--- config.mk ---
export PLATFORM = sky130hd
export DESIGN_NAME = mac_dot_sequencer
export DESIGN_NICKNAME = d
export VERILOG_FILES = /design/src/rtl/mac_dot_sequencer.sv
export SDC_FILE = /design/constraint.sdc
export NUM_CORES = 1
export LEC_CHECK = 0
export ABC_AREA = 1
export CORE_ASPECT_RATIO = 0.5
export CORE_UTILIZATION = 35
export CTS_BUF_LIST = sky130_fd_sc_hd__clkbuf_8
export CTS_CLUSTER_SIZE = 12
export DETAILED_ROUTE_END_ITERATION = 16
export GPL_ROUTABILITY_DRIVEN = 0
export PLACE_DENSITY = 0.66
export SLEW_MARGIN = 20
export SYNTH_ARGS = -nofsm -noshare
export SYNTH_HDL_FRONTEND = slang
export SYNTH_SLANG_ARGS = --single-unit
--- constraint.sdc ---
create_clock -name clock -period 2.3 [get_ports clock]
set_input_delay 0.345 -clock clock [delete_from_list [all_inputs] [get_ports clock]]
set_output_delay 0.345 -clock clock [all_outputs]
set_load 0.01 [all_outputs]
--- src/rtl/mac_dot_sequencer.sv ---
// Dot-product controller for a shared pipelined float MAC: interleaves LAT partial sums
// through the MAC pipeline, then folds them pairwise through the same MAC with b = 1.0.
module mac_dot_sequencer #(
  parameter int unsigned LAT = 9,
  parameter int unsigned LW  = 16
) (
  input  logic          clock,
  input  logic          resetn,
  input  logic          start,
  input  logic [LW-1:0] len,
  output logic          busy,
  input  logic          in_valid,
  output logic          in_ready,
  input  logic [31:0]   in_a,
  input  logic [31:0]   in_b,
  output logic          out_valid,
  input  logic          out_ready,
  output logic [31:0]   out_data,
  output logic          mac_en,
  output logic [31:0]   mac_a,
  output logic [31:0]   mac_b,
  output logic [31:0]   mac_c,
  input  logic [31:0]   mac_q
);

  localparam int unsigned FW = 32;
  localparam int unsigned RW = $clog2(LAT + 1);
  localparam logic [FW-1:0] ONE_F = 32'h3F80_0000;
  localparam logic [LW-1:0] LAT_K = LW'(LAT);

  typedef enum logic [2:0] {
    S_IDLE   = 3'd0,
    S_ACCUM  = 3'd1,
    S_FILL   = 3'd2,
    S_REDUCE = 3'd3,
    S_DONE   = 3'd4
  } state_e;

  state_e          state_q, state_d;
  logic [LW-1:0]   k_q, k_d;
  logic [LW-1:0]   len_q, len_d;
  logic [RW-1:0]   r_q, r_d;
  logic [FW-1:0]   hold_q, hold_d;
  logic            hold_v_q, hold_v_d;
  logic [LAT-1:0]  slot_v_q, slot_v_d;
  logic            busy_q, out_valid_q;
  logic [FW-1:0]   out_data_q, out_data_d;

  logic            hs_c;
  logic            slot_in_c;
  logic            capture_c;
  logic            combine_c;
  logic            done_c;

  // Final value sits alone in hold once every other partial sum has been folded in.
  assign done_c = (r_q == RW'(1)) && hold_v_q && (slot_v_q == '0);

  // State register
  always_ff @(posedge clock or negedge resetn) begin
    if (!resetn) begin
      state_q     <= S_IDLE;
      busy_q      <= 1'b0;
      out_valid_q <= 1'b0;
    end else begin
      state_q     <= state_d;
      busy_q      <= (state_d != S_IDLE);
      out_valid_q <= (state_d == S_DONE);
    end
  end

  // Next-state logic
  always_comb begin
    state_d = state_q;
    unique case (state_q)
      S_IDLE:   if (start) state_d = (len == '0) ? S_FILL : S_ACCUM;
      S_ACCUM:  if (hs_c && ((k_q + LW'(1)) == len_q)) state_d = S_FILL;
      S_FILL:   if (k_q >= (LAT_K - LW'(1))) state_d = S_REDUCE;
      S_REDUCE: if (done_c) state_d = S_DONE;
      S_DONE:   if (out_ready) state_d = S_IDLE;
      default:  state_d = S_IDLE;
    endcase
  end

  // MAC issue and handshake decode
  always_comb begin
    in_ready  = 1'b0;
    hs_c      = 1'b0;
    mac_en    = 1'b0;
    mac_a     = '0;
    mac_b     = '0;
    mac_c     = '0;
    slot_in_c = 1'b0;
    capture_c = 1'b0;
    combine_c = 1'b0;
    unique case (state_q)
      S_ACCUM: begin
        in_ready = (k_q < len_q);
        hs_c     = in_valid && (k_q < len_q);
        if (hs_c) begin
          mac_en    = 1'b1;
          mac_a     = in_a;
          mac_b     = in_b;
          mac_c     = (k_q < LAT_K) ? '0 : mac_q;
          slot_in_c = 1'b1;
        end
      end
      S_FILL: begin
        if (k_q < LAT_K) begin
          mac_en    = 1'b1;
          slot_in_c = 1'b1;
        end
      end
      S_REDUCE: begin
        mac_en = 1'b1;
        mac_b  = ONE_F;
        if (slot_v_q[LAT-1]) begin
          if (hold_v_q) begin
            combine_c = 1'b1;
            mac_a     = hold_q;
            mac_c     = mac_q;
            slot_in_c = 1'b1;
          end else begin
            capture_c = 1'b1;
          end
        end
      end
      default: ;
    endcase
  end

  // Datapath next-state
  always_comb begin
    k_d        = k_q;
    len_d      = len_q;
    r_d        = r_q;
    hold_d     = hold_q;
    hold_v_d   = hold_v_q;
    slot_v_d   = slot_v_q;
    out_data_d = out_data_q;
    if ((state_q == S_IDLE) && start) begin
      len_d    = len;
      k_d      = '0;
      slot_v_d = '0;
    end
    if (mac_en && ((state_q == S_ACCUM) || (state_q == S_FILL))) k_d = k_q + LW'(1);
    // Slot tracking advances in lockstep with the MAC pipeline.
    if (mac_en) slot_v_d = {slot_v_q[LAT-2:0], slot_in_c};
    if ((state_q == S_FILL) && (state_d == S_REDUCE)) begin
      r_d      = RW'(LAT);
      hold_v_d = 1'b0;
    end
    if (capture_c) begin
      hold_d   = mac_q;
      hold_v_d = 1'b1;
    end
    if (combine_c) begin
      hold_v_d = 1'b0;
      r_d      = r_q - RW'(1);
    end
    if ((state_q == S_REDUCE) && (state_d == S_DONE)) out_data_d = hold_q;
  end

  // Datapath registers
  always_ff @(posedge clock or negedge resetn) begin
    if (!resetn) begin
      k_q        <= '0;
      len_q      <= '0;
      r_q        <= '0;
      hold_q     <= '0;
      hold_v_q   <= 1'b0;
      slot_v_q   <= '0;
      out_data_q <= '0;
    end else begin
      k_q        <= k_d;
      len_q      <= len_d;
      r_q        <= r_d;
      hold_q     <= hold_d;
      hold_v_q   <= hold_v_d;
      slot_v_q   <= slot_v_d;
      out_data_q <= out_data_d;
    end
  end

  assign busy      = busy_q;
  assign out_valid = out_valid_q;
  assign out_data  = out_data_q;

endmodule

==> results of run 1 <==
-- worst paths after layout --
path                       depth (start not counted)  slack [ns]       start      endpoint
min in group clock                                 2        0.49  hold_q[15]    hold_q[15]
min                                                2        0.46      resetn  out_data[18]
max in group asynchronous                          3        1.18      resetn      len_q[6]
min reg2reg                                        2        0.49  hold_q[15]    hold_q[15]
max reg2reg                                       15       -0.08     k_q[11]        k_q[9]
max                                               12       -0.55     k_q[11]     mac_a[20]
-- metal layers --
layer  vias to the layer above  GRT usage
li1                       3481          -
met1                      3333      0.289
met3                        30     0.0389
met4                         0     0.0591
met2                       195      0.376
met5                         -          0
-- cell type report --
type | instances | area, um2 | area share
clock buffer | 18 | 248 | 0.0228
clock inverter | 14 | 129 | 0.0119
inverter | 151 | 574 | 0.0528
multi-input combinational | 588 | 3490 | 0.321
sequential | 115 | 2880 | 0.265
tap | 234 | 293 | 0.0269
timing repair buffer | 355 | 3260 | 0.300
-- flip-flops by register name (all words and copies together) (netlist names) --
signal	cells
busy	1
state_q	3
k_q	16
out_data	32
hold_q	32
hold_v_q	1
r_q	4
len_q	16
slot_v_q	9
out_valid	1
-- synthesized netlist by cell type (all sizes together) --
library cell	n	area [um2]
a21oi	12	60.1
xor2	1	8.76
ha	20	250
or2	1	6.26
nand4	11	68.8
o21a	1	7.51
o21ai	129	657
xnor3	1	22.5
dfrtp	115	2880
buf	7	41.3
nor4	8	50.1
nor3	8	50.1
a31oi	1	6.26
clkbuf	23	86.3
xnor2	1	8.76
nand2	248	958
nand3	40	200
o22ai	12	75.1
nor2	93	405
inv	151	569
-- power by group through the flow --
stage / registers [mW] / clock network (mW) / logic, mW
global route: 2.93 / 1.95 / 8.65
CTS: 2.83 / 1.85 / 6.05
detailed placement: 2.86 / 0 / 6.09
floorplan: 2.85 / 0 / 2.87
finish: 2.87 / 1.82 / 8.06
global placement: 2.84 / 0 / 6.01
-- repair_timing --
| action | 4_1_cts | 5_1_grt |
|---|---|---|
| pin swaps | 5 | 25 |
| cloned | 2 | 8 |
| hold buffers | 1 | 0 |
| endpoints found under the setup margin | 123 | 125 |
| setup buffers | 11 | 15 |
| resized for setup | 473 | 173 |
| endpoints found under the hold margin | 42 | 0 |
-- cells by family (layout without fill, tap and decap cells) --
family,after synthesis,after routing,share of synthesized area
compound gates,155,155,0.126
xor+xnor,3,3,0.00625
simple gates,409,410,0.271
flops,115,115,0.449
fa+ha+maj,20,20,0.0390
buf+inv,181,538,0.109
-- per-stage QoR --
stage          hold WS (ns)  power, mW  setup TNS, ns   util
2_1_floorplan        0.0494       5.72              0      -
3_3_place_gp          0.387       8.85         -38.98  0.549
3_5_place_dp          0.388       8.95         -47.09  0.549
4_1_cts               0.455       10.7         -43.71  0.560
5_1_grt               0.505       13.5         -59.61  0.616
6_report              0.455       12.7         -46.25  0.616
==> metrics.md, run 1 <==
| Metric | Value |
|---|---|
| Max-Slew Margin vs Limit | 0.604 |
| DRT antenna net count | 0 |
| Die area | 0.0189 mm2 |
| WL/cell | approximately 15 um |
| Lkg Pwr | approximately 5.6 nW |
| WL met2 | around 11000 um |
| # Max-Cap Violations | 0 |
| Comb pwr share | 0.632 |
| Clock power share | 0.143 |
| Worst path arrival time | 2.51 ns |
| TritonCTS clock tree | done |
| Post-synth cell types | 31 |
| First DRT Iteration DRCs | 400 |
| Failing checks | DRC, setup timing |
| Chip width | roughly 190 um |
| Worst Max-Slew Pin Slew | around 0.59 ns |
| Highest layer used for signal routing | met4 |
| Min cycle time layout | 2.85 ns |
| Finished layout cell area | between 0.01 and 0.015 mm2 |
| Final wirelength | 22300 um |
| Pin count of the biggest net entering global routing | 65 |
| Total GRT Usage | 0.220 |
| Setup CP Type | register to output port |
| First-pass GRT wire length | roughly 33000 um |
| Setup WS post-layout | -0.553 ns |
| Hold crit path type | primary input to asynchronous set/reset pin |
| Worst path cell trace | ha_4, a21oi_2, o21ai_2, a21oi_1, nand2_2, nor2_4, buf_8, buf_6, buf_16, nand2_2, o21ai_1, buf_2 |
| Vias in the first global route | between 6000 and 7000 |
| Status | finished with violations |
| Final setup vio count | approximately 120 |
| Area grow syn2layout | 69.6% |
| Pre-CTS setup slack | -0.516 ns |
| Period utilization | 1.24 |
| Initial Util | 0.363 |
| Initial antenna violation count | 0 |
| Port Buffers | 248 |
| Fmax | between 0.3 and 0.4 GHz |
| Fillcell total | between 1500 and 2000 |
| Drt pass-1 iters | 11 |
| Antenna cells | 0 |
| Non-Filler Instances | about 1500 |
| Clk_lat worst skew | around 0.43 ns |
| Cell family with the largest share of critical-path delay | buffers and inverters |
| CP dominant cell by count | nand2_2 |
| Setup crit start kind | register |
| # H-tree levels | 4 |
| Grt ovf | 0 |
| Seq/Total Area, Yosys | 0.449 |
| DP Cell Count | between 1000 and 1500 |
| Fin. Hold Viols | 0 |
| Via count | 7039 |
| Ys Warns | 0 |
| Worst setup EP type | output port |
| P_int | ~7.3 mW |
| Most frequent cells in the layout | nand2_1 (214), clkdlybuf4s50_1 (149), inv_1 (133) |
| Syn Nets | slightly above 1000 |
| Max incr delay on CP | ~0.43 ns |
| Synth Cell Area | 0.00641 mm2 |
| Net switching power | roughly 5.5 mW |
| Pwr per Cell Area | around 1200 mW/mm2 |
| VDD IR max | ~0.65 mV |
| Worst Path Required | just under 2 ns |
| Most common cell after layout, fill and taps aside | nand2_1 |
| Die span in y | slightly below 100 um |
| Worst clock skew | around 0.0099 ns |
| Net count, final | between 1000 and 1500 |
| Avg Cell Area, Syn | a little over 7 um2 |
| CP max FO | 6 |
| Hpwl dp | between 10000 and 15000 um |
| Clock root cell | clkbuf_8 |
| I/O Pins | between 200 and 250 |
| Sw Ratio | 0.428 |
| Post-Route M1 WL | 10100 um |
| Met3 wire len | about 1000 um |
| Slowest-stage cell, CP | dfrtp_1 |
| Pins over their slew limit | 0 |
| Clk pin slew, worst setup/hold paths | 0.08 ns |
| CTS Buffer Depth | 2 |
| Placed inst area | around 0.0097 mm2 |
| Detailed-route DRC error count | 1 |
| Fraction of final layout cells sized beyond drive strength 1 | 0.314 |
| Clk sink count | about 120 |
| Synthesized flop and latch total | 115 |
| Num rows | 34 |
| Worst Path Buf+Inv | 4 |
| Synthesized instance count | between 800 and 900 |
| Via/cell ratio | around 4.8 |
| Reg power frac | 0.225 |
| RSZ-0062 raised after global routing | yes |
| Num CTS Buffers | 17 |
| CORE AREA | around 0.018 mm2 |
No activity file was read; power rests on OpenSTA's default activity.
==> run 2: changes to the inputs <==
--- a/config.mk
+++ b/config.mk
@@ -13,6 +13,7 @@
 export DETAILED_ROUTE_END_ITERATION = 16
 export GPL_ROUTABILITY_DRIVEN = 0
 export PLACE_DENSITY = 0.66
+export RECOVER_POWER = 25
 export SLEW_MARGIN = 20
 export SYNTH_ARGS = -nofsm -noshare
 export SYNTH_HDL_FRONTEND = slang
==> run 2 against run 1 <==
Effect of this change:
- the flow still finishes with violations (DRC, setup timing)
- first-iteration DRC count down 0.50%
- fmax about the same
- critical path depth unchanged
- non-clock buffer count unchanged
- setup slack worse by 0.0020 ns
- global-route usage unchanged
- via count down 0.11%
- die area unchanged
- final cell count unchanged
- worst hold slack better by 0.031 ns
- sequential cell count unchanged
- clock skew down 0.00086 ns
- critical path type unchanged
- largest power group unchanged
==> metrics.md, run 2 (same netlist as run 1, synthesis figures left out) <==
| Metric | Value |
|---|---|
| Setup WS post-layout | -0.555 ns (was -0.553 ns) |
| Antenna cells | 0 (unchanged) |
| Initial Util | 0.363 (unchanged) |
| Worst R2R Setup Slack | -0.09 ns (was -0.08 ns) |
| Port Buffers | 248 (unchanged) |
| Max-Slew Margin vs Limit | 0.257 (was 0.604) |
| Period utilization | 1.24 (about the same) |
| I/O Pins | 249 (unchanged) |
| TritonCTS clock tree | done (unchanged) |
| # Max-Cap Violations | 0 (unchanged) |
| Max incr delay on CP | 0.43 ns (about the same) |
| Setup tns final | -46.63 ns (was -46.25 ns) |
| Fraction of final layout cells sized beyond drive strength 1 | 0.314 (unchanged) |
| Grt ovf | 0 (unchanged) |
| Clk_lat worst skew | 0.43 ns (about the same) |
| Slowest-stage cell, CP | dfrtp_1 (unchanged) |
| Hold crit path type | register to register (was primary input to asynchronous set/reset pin) |
| WL/cell | 15.1 um (about the same) |
| CP dominant cell by count | nand2_2 (unchanged) |
| Lkg Pwr | 5.62 nW (about the same) |
| Min cycle time layout | 2.85 ns (about the same) |
| Area of the multi-input gates | 0.00349 mm2 (unchanged) |
| Hpwl dp | 14800 um (unchanged) |
| Worst reg-to-reg path cell count | 15 (unchanged) |
| Most frequent cells in the layout | nand2_1 (214), clkdlybuf4s50_1 (149), inv_1 (133) (unchanged) |
| RSZ-0062 raised after global routing | yes (unchanged) |
| Final setup vio count | 123 (was 121) |
| Setup crit start kind | register (unchanged) |
| Fmax | 0.350 GHz (was 0.351 GHz) |
| Sequential Area | 0.00288 mm2 (unchanged) |
| Fin. Hold Viols | 0 (unchanged) |
| Most common cell after layout, fill and taps aside | nand2_1 (unchanged) |
| DRT antenna net count | 0 (unchanged) |
| Detailed-route DRC error count | 1 (unchanged) |
| CP max FO | 6 (unchanged) |
| Clock root cell | clkbuf_8 (unchanged) |
| Pin count of the biggest net entering global routing | 65 (unchanged) |
| Status | finished with violations (unchanged) |
| Cell family with the largest share of critical-path delay | buffers and inverters (unchanged) |
| Worst path arrival time | 2.51 ns (about the same) |
| Setup CP Type | register to output port (unchanged) |
| Final Util | 0.615 (was 0.616) |
| First-pass GRT wire length | 33200 um (unchanged) |
| VDD IR max | 0.651 mV (was 0.650 mV) |
| Area grow syn2layout | 69.4% (was 69.6%) |
| Worst Max-Slew Pin Slew | 1.12 ns (was 0.594 ns) |
| Via count | 7031 (was 7039) |
| Clk pin slew, worst setup/hold paths | 0.08 ns (about the same) |
| Num rows | 34 (unchanged) |
| CTS Buffer Depth | 2 (unchanged) |
| Critical path depth | 12 (unchanged) |
| CORE AREA | 0.0177 mm2 (unchanged) |
| Worst setup EP type | output port (unchanged) |
| Initial antenna violation count | 0 (unchanged) |
| First DRT Iteration DRCs | 398 (was 400) |
| Worst Path Buf+Inv | 4 (unchanged) |
| Via/cell ratio | 4.77 (about the same) |
| Vias in the first global route | 6709 (unchanged) |
| Clk sink count | 115 (unchanged) |
| Total GRT Usage | 0.220 (unchanged) |
| Net count, final | 1365 (unchanged) |
| Drt pass-1 iters | 11 (unchanged) |
| Worst Path Required | 1.96 ns (about the same) |
| Total Power | 12.7 mW (about the same) |
| Failing checks | DRC, setup timing (unchanged) |
| Die span in y | 97.7 um (unchanged) |
| Num CTS Buffers | 17 (unchanged) |
| Final wirelength | 22300 um (about the same) |
| Chip width | 193 um (unchanged) |
| Die area | 0.0189 mm2 (unchanged) |
| Pre-CTS setup slack | -0.516 ns (unchanged) |
| Fillcell total | 1524 (was 1521) |
| Worst path cell trace | ha_4, a21oi_2, o21ai_2, a21oi_1, nand2_2, nor2_4, buf_8, buf_6, buf_16, nand2_2, o21ai_1, buf_2 (unchanged) |
| # H-tree levels | 4 (unchanged) |
| Pins over their slew limit | 0 (unchanged) |
| Pwr per Cell Area | 1170 mW/mm2 (about the same) |
| Worst clock skew | 0.00906 ns (was 0.00992 ns) |
| Worst hold stages | 2 |
-- run 2: cell count changes in the layout (fill, tap and decap cells not counted), sizes merged --
cell | before | now
buf | 200 | 198
clkbuf | 23 | 25
-- run 2: layout make-up --
cell class	instances	share of cell area
multi-input combinational	588	0.321
clock inverter	14	0.0119
tap	234	0.0270
sequential	115	0.265
clock buffer	18	0.0228
inverter	151	0.0529
timing repair buffer	355	0.299
-- run 2: worst register-to-register path, stage by stage (launching register included) --
cell       delay, ns
dfrtp_1         0.43
ha_4            0.28
a21oi_2         0.16
o21ai_2         0.09
a21oi_1         0.16
nand2_2         0.11
nor2_4          0.14
inv_4           0.05
buf_6           0.14
buf_12          0.16
nand2_8         0.07
inv_6           0.04
buf_12          0.12
nand2_8         0.07
clkbuf_16       0.18
o22ai_1         0.07
-- run 2: final timing paths --
| kind | start | endpoint |
|---|---|---|
| max reg2reg | k_q[11] | k_q[9] |
| min in group asynchronous | resetn | out_data[18] |
| min | hold_q[15] | hold_q[15] |
| max in group asynchronous | resetn | len_q[13] |
| max | k_q[11] | mac_a[20] |
| min reg2reg | hold_q[15] | hold_q[15] |
-- run 2: through the flow --
stage | std cells | hold WS, ns | cell area, um2
floorplan | 883 | 0.0494 | 6410
global placement | 1406 | 0.387 | 9690
detailed placement | 1406 | 0.388 | 9690
CTS | 1452 | 0.455 | 9890
global route | 1475 | 0.508 | 10900
finish | 1475 | 0.487 | 10900
-- run 2: timing repair --
action,in CTS,in global routing
setup endpoints to repair,123,125
buffers inserted,11,15
cloned,2,8
pin swaps,5,25
hold buffers,1,0
endpoints found under the hold margin,42,0
resized for setup,473,173
-- run 2: routing by layer --
layer,track usage,vias up,share of wire
met3,0.0389,28,0.043
met5,0,-,0
li1,-,3477,-
met2,0.376,180,0.49
met4,0.0591,0,0.014
met1,0.289,3346,0.45
-- run 2: where the power goes --
| part | switching [mW] | leakage, nW | internal (mW) |
|---|---|---|---|
| Sequential | 0.328 | 1.39 | 2.54 |
| Clock | 0.928 | 0.174 | 0.889 |
| Combinational | 4.19 | 4.05 | 3.86 |
==> run 3: changes to the inputs <==
--- a/config.mk
+++ b/config.mk
@@ -6,13 +6,15 @@
 export NUM_CORES = 1
 export LEC_CHECK = 0
 export ABC_AREA = 1
+export CELL_PAD_IN_SITES_DETAIL_PLACEMENT = 1
+export CELL_PAD_IN_SITES_GLOBAL_PLACEMENT = 1
 export CORE_ASPECT_RATIO = 0.5
-export CORE_UTILIZATION = 35
+export CORE_UTILIZATION = 32
 export CTS_BUF_LIST = sky130_fd_sc_hd__clkbuf_8
 export CTS_CLUSTER_SIZE = 12
 export DETAILED_ROUTE_END_ITERATION = 16
 export GPL_ROUTABILITY_DRIVEN = 0
-export PLACE_DENSITY = 0.66
+export PLACE_DENSITY_LB_ADDON = 0.1
 export RECOVER_POWER = 25
 export SLEW_MARGIN = 20
 export SYNTH_ARGS = -nofsm -noshare
==> run 3 against run 2 <==
Effect of this change:
- the flow finishes with violations (setup timing)
- combinational power decreased by 0.6%
- sequential cell count unchanged
- utilization down 5.7 points
- cell area is 0.51% higher
- power is 2.0% higher
- sequential power barely moved
- fmax fell by 1.8%
- critical path type unchanged
- highest routed layer unchanged
==> metrics.md, run 3 (same netlist as run 1, synthesis figures left out) <==
| Metric | Value |
|---|---|
| Worst path cell trace | inv_2, ha_4, nand2_2, buf_6, nor4_2, nand2_1, nand2_2, nor2_4, buf_4, buf_8, buf_8, nand2_1, o21ai_1, buf_2 (was ha_4, a21oi_2, o21ai_2, a21oi_1, nand2_2, nor2_4, buf_8, buf_6, buf_16, nand2_2, o21ai_1, buf_2) |
| Grt ovf | 0 (unchanged) |
| Hold Crit Start | len[0] (was hold_q[15]) |
| Chip width | 202 um (was 193 um) |
| CP max FO | 8 (was 6) |
| Fraction of final layout cells sized beyond drive strength 1 | 0.320 (was 0.314) |
| Critical R2R Capture | k_q[5] (was k_q[9]) |
| Initial Util | 0.328 (was 0.363) |
| Clock root cell | clkbuf_8 (unchanged) |
| First DRT Iteration DRCs | 278 (was 398) |
| Area grow syn2layout | 70.3% (was 69.4%) |
| Total Power | 13.0 mW (was 12.7 mW) |
| Placed inst area | 0.00978 mm2 (was 0.00969 mm2) |
| RSZ-0062 raised after global routing | yes (unchanged) |
| Worst R2R Start | len_q[11] (was k_q[11]) |
| DP Cell Count | 1442 (was 1406) |
| Worst Hold Endpoint | len_q[0] (was hold_q[15]) |
| First-pass GRT wire length | 39300 um (was 33200 um) |
| Drt pass-1 iters | 4 (was 11) |
| Worst hold stages | 3 (was 2) |
| Failing checks | setup timing (was DRC, setup timing) |
| Worst clock skew | 0.0175 ns (was 0.00906 ns) |
| Hpwl dp | 17500 um (was 14800 um) |
| Antenna cells | 0 (unchanged) |
| Worst Max-Slew Pin Slew | 1.11 ns (was 1.12 ns) |
| CTS Buffer Depth | 2 (unchanged) |
| Total GRT Usage | 0.245 (was 0.220) |
| Fillcell total | 2384 (was 1524) |
| Most frequent cells in the layout | nand2_1 (202), clkdlybuf4s50_1 (149), inv_1 (132) (was nand2_1 (214), clkdlybuf4s50_1 (149), inv_1 (133)) |
| TritonCTS clock tree | done (unchanged) |
| Met2 GRT Util | 0.437 (was 0.376) |
| # H-tree levels | 4 (unchanged) |
| Most common cell after layout, fill and taps aside | nand2_1 (unchanged) |
| Clk_lat worst skew | 0.44 ns (was 0.43 ns) |
| Slowest-stage cell, CP | dfrtp_1 (unchanged) |
| Fmax | 0.344 GHz (was 0.350 GHz) |
| Worst setup EP type | output port (unchanged) |
| Clk sink count | 115 (unchanged) |
| VDD IR max | 0.554 mV (was 0.651 mV) |
| Detailed-route DRC error count | 0 (was 1) |
| Final wirelength | 25600 um (was 22300 um) |
| Period utilization | 1.26 (was 1.24) |
| Pwr per Cell Area | 1190 mW/mm2 (was 1170 mW/mm2) |
| Non-Filler Instances | 1515 (was 1475) |
| Setup WS post-layout | -0.608 ns (was -0.555 ns) |
| Max incr delay on CP | 0.39 ns (was 0.43 ns) |
| Worst reg-to-reg path cell count | 16 (was 15) |
| Die area | 0.0206 mm2 (was 0.0189 mm2) |
| Finished layout cell area | 0.0109 mm2 (about the same) |
| Setup CP Type | register to output port (unchanged) |
| Via/cell ratio | 4.73 (was 4.77) |
| CORE AREA | 0.0195 mm2 (was 0.0177 mm2) |
| Min cycle time layout | 2.91 ns (was 2.85 ns) |
| Clk pin slew, worst setup/hold paths | 0.08 ns (about the same) |
| Lkg Pwr | 5.75 nW (was 5.62 nW) |
| Initial antenna violation count | 0 (unchanged) |
| Port Buffers | 248 (unchanged) |
| Num CTS Buffers | 17 (unchanged) |
| Worst R2R Setup Slack | -0.18 ns (was -0.09 ns) |
| Setup tns final | -52.79 ns (was -46.63 ns) |
| Pin count of the biggest net entering global routing | 66 (was 65) |
| I/O Pins | 249 (unchanged) |
| Fin. Hold Viols | 0 (unchanged) |
| Pins over their slew limit | 0 (unchanged) |
| Hold Slack | 0.488 ns (was 0.487 ns) |
| Final setup vio count | 123 (unchanged) |
| WL/cell | 16.9 um (was 15.1 um) |
| Via count | 7163 (was 7031) |
| Status | finished with violations (unchanged) |
| Die span in y | 102 um (was 97.7 um) |
| Max-Slew Margin vs Limit | 0.257 (about the same) |
| Hold crit path type | primary input to register (was register to register) |
| Worst path arrival time | 2.56 ns (was 2.51 ns) |
| Met1 usage | 0.301 (was 0.289) |
| Gr busiest metal | met2 (unchanged) |
| Setup crit start kind | register (unchanged) |
| GR Layer Usage met3 | 0.0561 (was 0.0389) |
| Worst Path Required | 1.96 ns (about the same) |
| Final Util | 0.558 (was 0.615) |
| Vias in the first global route | 7589 (was 6709) |
| Net count, final | 1373 (was 1365) |
| DRT antenna net count | 0 (unchanged) |
| Pre-CTS setup slack | -0.605 ns (was -0.516 ns) |
| Num rows | 36 (was 34) |
| # Max-Cap Violations | 0 (unchanged) |
-- run 3: changes by cell type in the layout (fill, tap and decap cells not counted), moves of 13 or more --
cell / delta
buf_6: -17
buf_2: +13
o21ai_1: -13
nor2_2: -14
nor2_1: +25
-- run 3: worst max path at each step --
stage	start	to	slack (ns)
floorplan	k_q[11]	mac_a[0]	0.07
global placement	len_q[15]	mac_c[6]	-0.55
detailed placement	len_q[15]	mac_a[2]	-0.60
CTS	len_q[5]	mac_c[7]	-0.62
global route	len_q[11]	mac_c[11]	-0.76
finish	len_q[11]	mac_a[27]	-0.61
-- run 3: power by group --
group	internal, mW	switching, mW	leakage [nW]
Clock	1.11	0.995	0.216
Sequential	2.54	0.353	1.39
Combinational	3.76	4.23	4.14
-- run 3: repair_timing --
item,4_1_cts,5_1_grt
gates resized for setup,558,89
hold buffers,1,0
cloned,4,2
setup endpoints to repair,125,125
hold endpoints to repair,35,0
pin swaps,19,24
buffers inserted,19,17
-- run 3: critical path: cells and delay by family, from the launching register on --
family	cells	cell delay, ns
simple gates	6	0.66
compound gates	1	0.06
fa+ha+maj	1	0.27
buf+inv	6	0.74
flops	1	0.39
-- run 3: routing by layer --
| metal | wire length, um | part of all wire |
|---|---|---|
| met4 | 294 | 0.012 |
| met1 | 11100 | 0.43 |
| met3 | 1110 | 0.043 |
| met5 | 0 | 0 |
| met2 | 13100 | 0.51 |
-- run 3: area by class of cell --
type | instances | area, um2 | share of cell area
clock buffers | 17 | 234 | 0.0214
clock inverters | 15 | 195 | 0.0179
inverters | 151 | 574 | 0.0526
multi-input cells | 588 | 3460 | 0.317
flip-flops and latches | 115 | 2880 | 0.264
well taps | 266 | 333 | 0.0305
repair buffers | 363 | 3240 | 0.296
